## config.mk

```make
export PLATFORM = sky130hd
export DESIGN_NAME = mem_io_arbiter
export DESIGN_NICKNAME = d
export VERILOG_FILES = /design/src/rtl/mem_io_arbiter.sv
export SDC_FILE = /design/constraint.sdc
export NUM_CORES = 1
export LEC_CHECK = 0
export CAP_MARGIN = 25
export CELL_PAD_IN_SITES_DETAIL_PLACEMENT = 1
export CELL_PAD_IN_SITES_GLOBAL_PLACEMENT = 1
export CORE_ASPECT_RATIO = 2
export CORE_MARGIN = 5
export CORE_UTILIZATION = 52
export DETAILED_ROUTE_END_ITERATION = 8
export DONT_BUFFER_PORTS = 1
export GPL_ROUTABILITY_DRIVEN = 0
export PLACE_DENSITY = 0.83
export SYNTH_ARGS = -nofsm -noshare
export SYNTH_HDL_FRONTEND = slang
export SYNTH_SLANG_ARGS = --single-unit
```

## constraint.sdc

```tcl
create_clock -name iClock -period 15.13 [get_ports iClock]
set_input_delay 3.026 -clock iClock [delete_from_list [all_inputs] [get_ports iClock]]
set_output_delay 3.026 -clock iClock [all_outputs]
set_load 0.1 [all_outputs]
```

## src/rtl/mem_io_arbiter.sv

```systemverilog
// Shares the data-memory port and the LED/switch registers between the CPU load/store
// path and the UART loader, serving one access at a time with a one-cycle done pulse.
module mem_io_arbiter #(
    parameter logic [31:0] LED_ADDR    = 32'hFFFF_FC60,
    parameter logic [31:0] SWITCH_ADDR = 32'hFFFF_FC70,
    parameter int          LED_W       = 16
) (
    input  logic             iClock,
    input  logic             iReset,
    input  logic             iCpuReq,
    input  logic             iCpuWe,
    input  logic [31:0]      iCpuAddr,
    input  logic [31:0]      iCpuWdata,
    output logic             oCpuDone,
    output logic [31:0]      oCpuRdata,
    output logic             oCpuStall,
    input  logic             iUartReq,
    input  logic             iUartWe,
    input  logic [31:0]      iUartAddr,
    input  logic [31:0]      iUartWdata,
    output logic             oUartDone,
    output logic [31:0]      oUartRdata,
    output logic             oMemEn,
    output logic             oMemWe,
    output logic [31:0]      oMemAddr,
    output logic [31:0]      oMemWdata,
    input  logic [31:0]      iMemRdata,
    output logic [LED_W-1:0] oLedData,
    input  logic [15:0]      iSwitchData
);

    typedef enum logic [1:0] {S_IDLE, S_ISSUE, S_WAIT, S_RESP} state_t;

    localparam logic OWNER_CPU  = 1'b0;
    localparam logic OWNER_UART = 1'b1;

    state_t           state_q, state_d;
    logic             owner_q, owner_d;
    logic             last_owner_q, last_owner_d;
    logic             we_q, we_d;
    logic [31:0]      addr_q, addr_d;
    logic [31:0]      wdata_q, wdata_d;
    logic [31:0]      mem_addr_q, mem_addr_d;
    logic [31:0]      mem_wdata_q, mem_wdata_d;
    logic [31:0]      cpu_rdata_q, cpu_rdata_d;
    logic [31:0]      uart_rdata_q, uart_rdata_d;
    logic [LED_W-1:0] led_q, led_d;

    logic             is_io;
    logic             mem_issue;
    logic             grant_uart;
    logic             load_en;
    logic [31:0]      load_val;

    assign is_io     = (addr_q[31:10] == 22'h3FFFFF);
    assign mem_issue = (state_q == S_ISSUE) && !is_io;

    always_comb begin
        state_d      = state_q;
        owner_d      = owner_q;
        last_owner_d = last_owner_q;
        we_d         = we_q;
        addr_d       = addr_q;
        wdata_d      = wdata_q;
        mem_addr_d   = mem_addr_q;
        mem_wdata_d  = mem_wdata_q;
        cpu_rdata_d  = cpu_rdata_q;
        uart_rdata_d = uart_rdata_q;
        led_d        = led_q;
        grant_uart   = 1'b0;
        load_en      = 1'b0;
        load_val     = 32'h0;

        case (state_q)
            S_IDLE: begin
                if (iCpuReq || iUartReq) begin
                    // On a tie the requester that was not served last wins
                    grant_uart   = iUartReq && (!iCpuReq || (last_owner_q == OWNER_CPU));
                    owner_d      = grant_uart;
                    last_owner_d = grant_uart;
                    we_d         = grant_uart ? iUartWe    : iCpuWe;
                    addr_d       = grant_uart ? iUartAddr  : iCpuAddr;
                    wdata_d      = grant_uart ? iUartWdata : iCpuWdata;
                    state_d      = S_ISSUE;
                end
            end
            S_ISSUE: begin
                if (!is_io) begin
                    mem_addr_d  = addr_q;
                    mem_wdata_d = wdata_q;
                    state_d     = we_q ? S_RESP : S_WAIT;
                end else begin
                    if (we_q && (addr_q == LED_ADDR)) begin
                        led_d = wdata_q[LED_W-1:0];
                    end
                    if (!we_q) begin
                        load_en  = 1'b1;
                        load_val = (addr_q == SWITCH_ADDR) ?
                                   {{16{iSwitchData[15]}}, iSwitchData} : 32'h0;
                    end
                    state_d = S_RESP;
                end
            end
            S_WAIT: begin
                load_en  = 1'b1;
                load_val = iMemRdata;
                state_d  = S_RESP;
            end
            S_RESP: begin
                state_d = S_IDLE;
            end
            default: begin
                state_d = S_IDLE;
            end
        endcase

        // Load data goes straight into the owner's read register so it is valid with done
        if (load_en) begin
            if (owner_q == OWNER_UART) begin
                uart_rdata_d = load_val;
            end else begin
                cpu_rdata_d = load_val;
            end
        end
    end

    always_ff @(posedge iClock or posedge iReset) begin
        if (iReset) begin
            state_q      <= S_IDLE;
            owner_q      <= OWNER_CPU;
            last_owner_q <= OWNER_CPU;
            we_q         <= 1'b0;
            addr_q       <= 32'h0;
            wdata_q      <= 32'h0;
            mem_addr_q   <= 32'h0;
            mem_wdata_q  <= 32'h0;
            cpu_rdata_q  <= 32'h0;
            uart_rdata_q <= 32'h0;
            led_q        <= '0;
        end else begin
            state_q      <= state_d;
            owner_q      <= owner_d;
            last_owner_q <= last_owner_d;
            we_q         <= we_d;
            addr_q       <= addr_d;
            wdata_q      <= wdata_d;
            mem_addr_q   <= mem_addr_d;
            mem_wdata_q  <= mem_wdata_d;
            cpu_rdata_q  <= cpu_rdata_d;
            uart_rdata_q <= uart_rdata_d;
            led_q        <= led_d;
        end
    end

    // Address and write data hold their last issued values outside ISSUE
    assign oMemEn     = mem_issue;
    assign oMemWe     = mem_issue && we_q;
    assign oMemAddr   = mem_issue ? addr_q  : mem_addr_q;
    assign oMemWdata  = mem_issue ? wdata_q : mem_wdata_q;
    assign oCpuDone   = (state_q == S_RESP) && (owner_q == OWNER_CPU);
    assign oUartDone  = (state_q == S_RESP) && (owner_q == OWNER_UART);
    assign oCpuStall  = iCpuReq && !oCpuDone;
    assign oCpuRdata  = cpu_rdata_q;
    assign oUartRdata = uart_rdata_q;
    assign oLedData   = led_q;

endmodule

```

; ---- Word-level counts from Yosys, hierarchy flattened
; Index checks and enable logic that the tools add are counted.
[op_classes]
addsub = 0
shifts = 0
div_mod_pow = 0
muxes = 16
n_mul = 0
bitwise = 2
magnitude_cmp = 0
n_reduce_logical = 18
eq_ne = 7
[ops]
columns = operator, count
row1 = 32-bit two-way mux, 7
row2 = "32-bit equality test, second input constant", 2
row3 = 32-bit case mux with 2 select lines, 1
row4 = "22-bit equality test, second input constant", 1
row5 = 2-bit case mux with 4 select lines, 1
row6 = 2-bit AND reduction, 4
row7 = 1-bit logical AND, 7
row8 = 1-bit two-way mux, 5
row9 = "2-bit equality test, second input constant", 2
row10 = 1-bit logical NOT, 3
row11 = 3-bit AND reduction, 1
row12 = "2-bit by 1-bit equality test with 1-bit output, second input constant", 1
row13 = 2-bit logical NOT, 1
row14 = 1-bit logical OR, 2
row15 = 2-bit two-way mux, 1
row16 = "2-bit != test, second input constant", 1
row17 = 1-bit inverter, 2
row18 = 1-bit case mux with 2 select lines, 1
[word_totals]
input_bits = 182
mem_bits_ro = 0
out_inout_bits = 149
n_memories = 0
regBits = 212
wordCells = 53
ram_bits = 0
latchBits = 0

; ---- Logic depth before layout (Yosys ltp)
; Gate-level depths: netlist of the first run.
[depth]
word_depth = 5
ltp_mapped = 8
mapped_depth_nobuf = 6

; ---- Least setup slack after synthesis of the first run
; No wires, ideal clock.
[synth_timing]
path_kind = in2out
startpoint = input port iCpuReq
endpoint = output port oCpuStall
stages = 1
arrival_time_ns = 4.360
required_ns = 12.104
path_slack_ns = 7.744
n_path_buf = 0
cell_sequence = nor2b_1
[synth_between]
elab_chain_len = 1
[synth_lines]
columns = element, line
row1 = "start, declared", 10  ; input logic iCpuReq,
row2 = 1-bit logical AND, 162  ; assign oCpuStall = iCpuReq && !oCpuDone;
row3 = "end, declared", 16  ; output logic oCpuStall,
; No other way between the ends.

; ---- Worst setup path in the final report of the first run
[layout_timing]
startpoint = register addr_q[30]
endpoint = output port oMemAddr[28]
[layout_between]
elab_chain_len = 4
[layout_lines]
columns = element, line
row1 = "start, declared", 41  ; logic [31:0] addr_q, addr_d;
row2 = "start signal, assigned", 145  ; addr_q <= addr_d;
row3 = 22-bit equality test, 55  ; assign is_io = (addr_q[31:10] == 22'h3FFFFF);
row4 = 1-bit logical NOT, n/a
row5 = 1-bit logical AND, 56  ; assign mem_issue = (state_q == S_ISSUE) && !is_io;
row6 = net oMemEn, 23  ; output logic oMemEn,
row7 = 32-bit two-way mux, 158  ; assign oMemAddr = mem_issue ? addr_q : mem_addr_q;
row8 = "end, declared", 25  ; output logic [31:0] oMemAddr,
; The timed path passes the listed nets, and every way through them passes these cells.

==> flow_metrics.env, run 1 <==
export IMPL_run_status="finished clean"
export IMPL_path_class="flop to output port"
export IMPL_ff_latch_area_mm2=0.00531
export IMPL_drive_above_1_share_pct=18.8
export IMPL_ctsRootBufferMaster="clkbuf_16"
export IMPL_cts_inserted_buffers=20
export IMPL_routed_wl_mm=25.7
export IMPL_route_detailed_wl_per_inst_um=26.3
export IMPL_num_nets_final=940
export IMPL_cp_cell_sequence="nand4_1, nor4_4, buf_4, a21bo_2, clkinv_2, buf_4, mux2_2"
export IMPL_grt_start_max_net_pins=131
export IMPL_multi_input_comb_area_mm2=0.00365
export IMPL_clk_pin_slew_ns=0.07
export IMPL_period_minus_slack_ns=7.44
export IMPL_place_hpwl_mm=17.5
export IMPL_worst_r2r_startpoint="addr_q[30]"
export IMPL_cts_hold_buffers=0
export IMPL_crit_reg2reg_capture="mem_addr_q[27]"
export IMPL_detail_route_drc_violations=0
export IMPL_seq_area_frac_synth_pct=57.6
export IMPL_grt_pass1_wl_mm=40.6
export IMPL_grt_pass1_vias=6998
export IMPL_antenna_cells_inserted=0
export IMPL_worst_ep_arrival_time_ns=4.42
export IMPL_count_of_tritonroute_iterations_in_the_first_routing_pass=4
export IMPL_filler_cell_count=1781
export IMPL_floorplan_core_area_mm2=0.0176
export IMPL_netlist_top_cell_by_area="dfrtp_1"
export IMPL_die_area_mm2=0.0206
export IMPL_worst_ep_required_time_ns=12.10
export IMPL_clk_path_buf_depth=3
export IMPL_post_place_ws_ns=8.15
export IMPL_antenna_violations_before_repair=0
export IMPL_worst_r2r_cell_count=7
export IMPL_design_area_mm2=0.0102
export IMPL_final_min_period_over_clock_period_pct=49.2
export IMPL_synth_area_leaders="dfrtp_1, mux2_2, mux2i_1"
export IMPL_placement_rows=69
export IMPL_class_of_the_tightest_hold_or_removal_check="flop to flop"
export IMPL_post_drt_via_cell_ratio=6.47
export IMPL_start_util_pct=52.3
export IMPL_synthToLayoutAreaGrowth_pct=10.6
export IMPL_cp_num_buf_inv=3
export IMPL_detail_route_antenna_nets=0
export IMPL_final_critical_path_setup_slack_ns=7.69
export IMPL_vias=6340
export IMPL_yosys_register_bits=212
export IMPL_die_width_um=104
export IMPL_worst_rel_slew_slack_pct=29.1
export IMPL_rsz_0062_raised_after_global_routing="no"
export IMPL_timing_critical_path_max_delay_family="buffers and inverters"
export IMPL_grt_util_all_layers_pct=24.1
export IMPL_ys_warnings_count=0
export IMPL_post_cts_resized=0
export IMPL_critPathMaxStageDelay_ns=0.72
export IMPL_slew_viol_final=0
export IMPL_worst_slew_pin_transition_ns=1.06
export IMPL_holdPathStages=2
export IMPL_netlist_area_leader_share_pct=57.6
export IMPL_critPathSlowestCell="buf_4"
export IMPL_gr_total_overflow=0
export IMPL_avgSynthCellArea_um2=11.8
export IMPL_post_synth_instance_area_mm2=0.00921
export IMPL_crit_path_end_kind="output port"
export IMPL_syn_instance_count=780
export IMPL_worst_skew_pair_later_pin_latency_ns=0.50
export IMPL_io_buffers=0
export IMPL_tritoncts_num_sinks=212
export IMPL_cap_viol_max_count=0
export IMPL_count_of_different_cell_masters_after_synthesis=33
export IMPL_cts_h_tree_depth=1
export IMPL_tritoncts_clock_tree="yes"
export IMPL_ioPinCount=331
export IMPL_detailedRoute_firstIterationViolations=210
export IMPL_min_to="wdata_q[30]"
export IMPL_maxClockFrequency_mhz=134
export IMPL_crit_path_max_fanout=85
export IMPL_post_cts_buffers=0
export IMPL_synth_net_count=967
export IMPL_totalNegativeSetupSlack_ns=0
export IMPL_setup_viol=0
export IMPL_finalHoldViolCount=0
export IMPL_hp_start="wdata_q[30]"
export IMPL_die_height_um=198
export IMPL_critical_path_top_cell_by_count="buf_4"
export IMPL_finalClockSkew_ns=0.00867
export IMPL_startpoint_type="flop"
export IMPL_placedInstanceArea_mm2=0.00943
export IMPL_setup_reg_to_reg_worst_slack_ns=11.04
-- logic make-up after synthesis --
family	Yosys count	synth area share, %
adders and majority gates	5	0.679
and+or+nand+nor	141	7.29
buffers and inverters	72	3.19
AOI/OAI and AO/OA	203	13.8
DFF	212	57.6
muxes	147	17.5
-- cells in the mapped netlist, drive strengths merged --
cell,n
dfrtp,212
nand2,101
mux2,82
o21ai,67
a31oi,65
mux2i,65
a211oi,64
clkbuf,53
nand4,21
buf,15
ha,5
inv,4
nor4,4
a21oi,3
a21o,2
and2,2
and4b,2
nand2b,2
nor2,2
nor2b,2
a21bo,1
a21boi,1
and3,1
nand3,1
nor3b,1
or4,1
or4b,1
-- layout make-up --
cell class                      instances  area share (%)
Timing Repair Buffer                   19            2.54
Multi-Input combinational cell        496            35.9
Sequential cell                       212            52.0
Clock buffer                           29            5.73
Tap cell                              213            2.61
Clock inverter                          7           0.970
Inverter                                4           0.233
-- flip-flops by register name, indices dropped and copies added (netlist names) --
signal and flops:
addr_q 32, mem_wdata_q 32, oCpuRdata 32, oLedData 16, mem_addr_q 32, state_q 2
oUartRdata 32, last_owner_q 1, wdata_q 32, we_q 1
-- worst max-delay path by stage --
stage	start	end	slack (ns)	cells past startpoint
floorplan	iReset	addr_q[0]	6.31	1
CTS	addr_q[30]	oMemAddr[27]	7.58	7
global placement	addr_q[29]	oMemAddr[30]	8.24	7
finish	addr_q[30]	oMemAddr[28]	7.69	7
detailed placement	addr_q[30]	oMemAddr[27]	8.15	7
global route	addr_q[30]	oMemAddr[27]	7.43	7
-- metrics by stage --
stage	utilization (%)	hold WS, ns	std cells
global route	57.9	0.517	980
finish	57.9	0.481	980
floorplan	-	0.444	780
detailed placement	53.5	0.466	941
global placement	53.0	0.462	937
CTS	57.4	0.481	977
-- layout by cell type, fill, tap and decap left out, types with 3 or more instances in the layout --
cell and count:
clkbuf_16 20, a211oi_1 64, ha_1 5, clkbuf_1 4, dfrtp_1 212, mux2i_1 65
nand2_1 101, o21ai_0 66, clkbuf_8 5, clkinv_2 4, mux2_4 9, nand4_1 21
a31oi_1 65, buf_16 6, buf_4 12, mux2_2 72, a21oi_1 3
-- tightest hold or removal path, cell delays in order (launching register included) --
cell     delay [ns]
dfrtp_1        0.34
nand2_1        0.05
o21ai_0        0.06
-- layer usage --
metal  vias up  GRT usage, %  wire [µm]
met5         -             0          0
met4         0          7.11        641
met3        52          7.21       2340
met2       327          40.9      13100
met1      3160          29.9       9620
li1       2801             -          -
Power of run 1 is not shown: default switching activity piles up to over one toggle a cycle in this logic, so the estimate is an artifact.
==> run 2, diff against run 1 <==
Settings changed: CORE_UTILIZATION 52 to 44, PLACE_DENSITY 0.83 to 0.75.
Clock period 15.13 ns to 6.2 ns, I/O delays scaled along.
==> run 2 against run 1 <==
Global-route usage down 1.7 points. Cell count up 5.7%. Via count down 0.13%. Critical path type unchanged. Largest cell class unchanged.
==> flow_metrics.env, run 2 (synthesis results as in run 1) <==
export IMPL_run_status="finished clean"
export IMPL_rsz_0062_raised_after_global_routing="no"
export IMPL_cts_h_tree_depth=1
export IMPL_synthToLayoutAreaGrowth_pct=11.3
export IMPL_maxClockFrequency_mhz=198
export IMPL_drive_above_1_share_pct=18.7
export IMPL_ctsRootBufferMaster="clkbuf_16"
export IMPL_post_cts_resized=0
export IMPL_use_met2_pct=40.8
export IMPL_global_route_peak_usage_layer="met2"
export IMPL_cp_cell_sequence="nand4_1, nor2_1, a21bo_2, clkinv_2, buf_4, mux2_2"
export IMPL_grt_pass1_wl_mm=43.1
export IMPL_die_width_um=112
export IMPL_worst_skew_pair_later_pin_latency_ns=0.49
export IMPL_grt_use_met1_pct=24.2
export IMPL_clk_pin_slew_ns=0.06
export IMPL_ff_latch_area_mm2=0.00531
export IMPL_final_min_period_over_clock_period_pct=81.5
export IMPL_worst_slew_pin_transition_ns=1.11
export IMPL_period_minus_slack_ns=5.05
export IMPL_die_height_um=215
export IMPL_grt_util_all_layers_pct=22.4
export IMPL_io_buffers=0
export IMPL_grt_use_met3_pct=6.86
export IMPL_antenna_violations_before_repair=2
export IMPL_vias=6332
export IMPL_worst_rel_slew_slack_pct=25.7
export IMPL_multi_input_comb_area_mm2=0.00365
export IMPL_critPathMaxStageDelay_ns=0.81
export IMPL_tritoncts_num_sinks=212
export IMPL_count_of_tritonroute_iterations_in_the_first_routing_pass=4
export IMPL_ioPinCount=331
export IMPL_slew_viol_final=0
export IMPL_routed_wl_mm=27.6
export IMPL_floorplan_core_area_mm2=0.0208
export IMPL_clk_path_buf_depth=3
export IMPL_post_route_util_pct=49.2
export IMPL_detail_route_drc_violations=0
export IMPL_finalHoldViolCount=0
export IMPL_final_cell_mix="dfrtp_1, nand2_1, mux2_2"
export IMPL_tritoncts_clock_tree="yes"
export IMPL_crit_path_end_kind="output port"
export IMPL_cap_viol_max_count=0
export IMPL_worst_ep_arrival_time_ns=3.81
export IMPL_worst_ep_required_time_ns=4.96
export IMPL_filler_cell_count=2163
export IMPL_place_hpwl_mm=19.3
export IMPL_totalNegativeSetupSlack_ns=0
export IMPL_design_area_mm2=0.0103
export IMPL_finalClockSkew_ns=0.00955
export IMPL_cts_hold_buffers=0
export IMPL_class_of_the_tightest_hold_or_removal_check="flop to flop"
export IMPL_cts_inserted_buffers=20
export IMPL_detailedRoute_firstIterationViolations=509
export IMPL_grt_pass1_vias=7341
export IMPL_leading_cell_type_in_the_layout_fill_and_taps_excluded="dfrtp_1"
export IMPL_detail_route_antenna_nets=0
export IMPL_post_drt_via_cell_ratio=6.11
export IMPL_path_class="flop to output port"
export IMPL_route_detailed_wl_per_inst_um=26.7
export IMPL_critPathSlowestCell="clkinv_2"
export IMPL_setup_viol=0
export IMPL_startpoint_type="flop"
export IMPL_placement_rows=75
export IMPL_num_nets_final=940
export IMPL_post_cts_buffers=0
export IMPL_grt_start_max_net_pins=156
export IMPL_die_area_mm2=0.0241
export IMPL_placedInstanceArea_mm2=0.00949
export IMPL_gr_total_overflow=0
export IMPL_crit_path_max_fanout=31
export IMPL_start_util_pct=44.2
run 2: worst max-delay path: cells and delay by family (launching register included):
| kind | cells | cell delay, ns |
|---|---|---|
| AO/OA/AOI/OAI | 1 | 0.33 |
| buffers and inverters | 2 | 1.38 |
| flip-flops | 1 | 0.39 |
| multiplexers | 1 | 0.65 |
| AND/OR/NAND/NOR | 2 | 0.53 |
run 2: worst paths after layout:
kind	startpoint	to	slack, ns	cells after the start
setup / recovery	addr_q[16]	oMemAddr[1]	1.15	6
hold / removal	wdata_q[23]	wdata_q[23]	0.48	2
setup reg to reg	addr_q[16]	mem_addr_q[1]	2.71	6
hold reg to reg	wdata_q[23]	wdata_q[23]	0.48	2
max in group asynchronous	iReset	addr_q[18]	3.96	3
min in group asynchronous	iReset	oCpuRdata[7]	0.74	2
run 2: stage by stage:
stage / instances / setup slack [ns] / hold WS (ns)
floorplan: 780 / 1.87 / 0.444
global placement: 994 / 1.78 / 0.460
detailed placement: 997 / 1.65 / 0.474
CTS: 1031 / 1.11 / 0.488
global route: 1036 / 0.922 / 0.528
finish: 1036 / 1.15 / 0.483
run 2: area by class of cell:
class | instances | area share, %
antenna | 2 | 0.0488
clock inverter | 2 | 0.342
tap | 269 | 3.28
sequential | 212 | 51.7
clock buffer | 32 | 6.31
timing repair buffer | 19 | 2.45
multi-input combinational | 496 | 35.6
inverter | 4 | 0.195
run 2: layer usage:
metal	part of all wire, %	routed length [µm]
met4	3.0	836
met2	54	15000
met1	34	9370
met5	0	0
met3	8.6	2380
Power of run 2 is left out for the same reason.
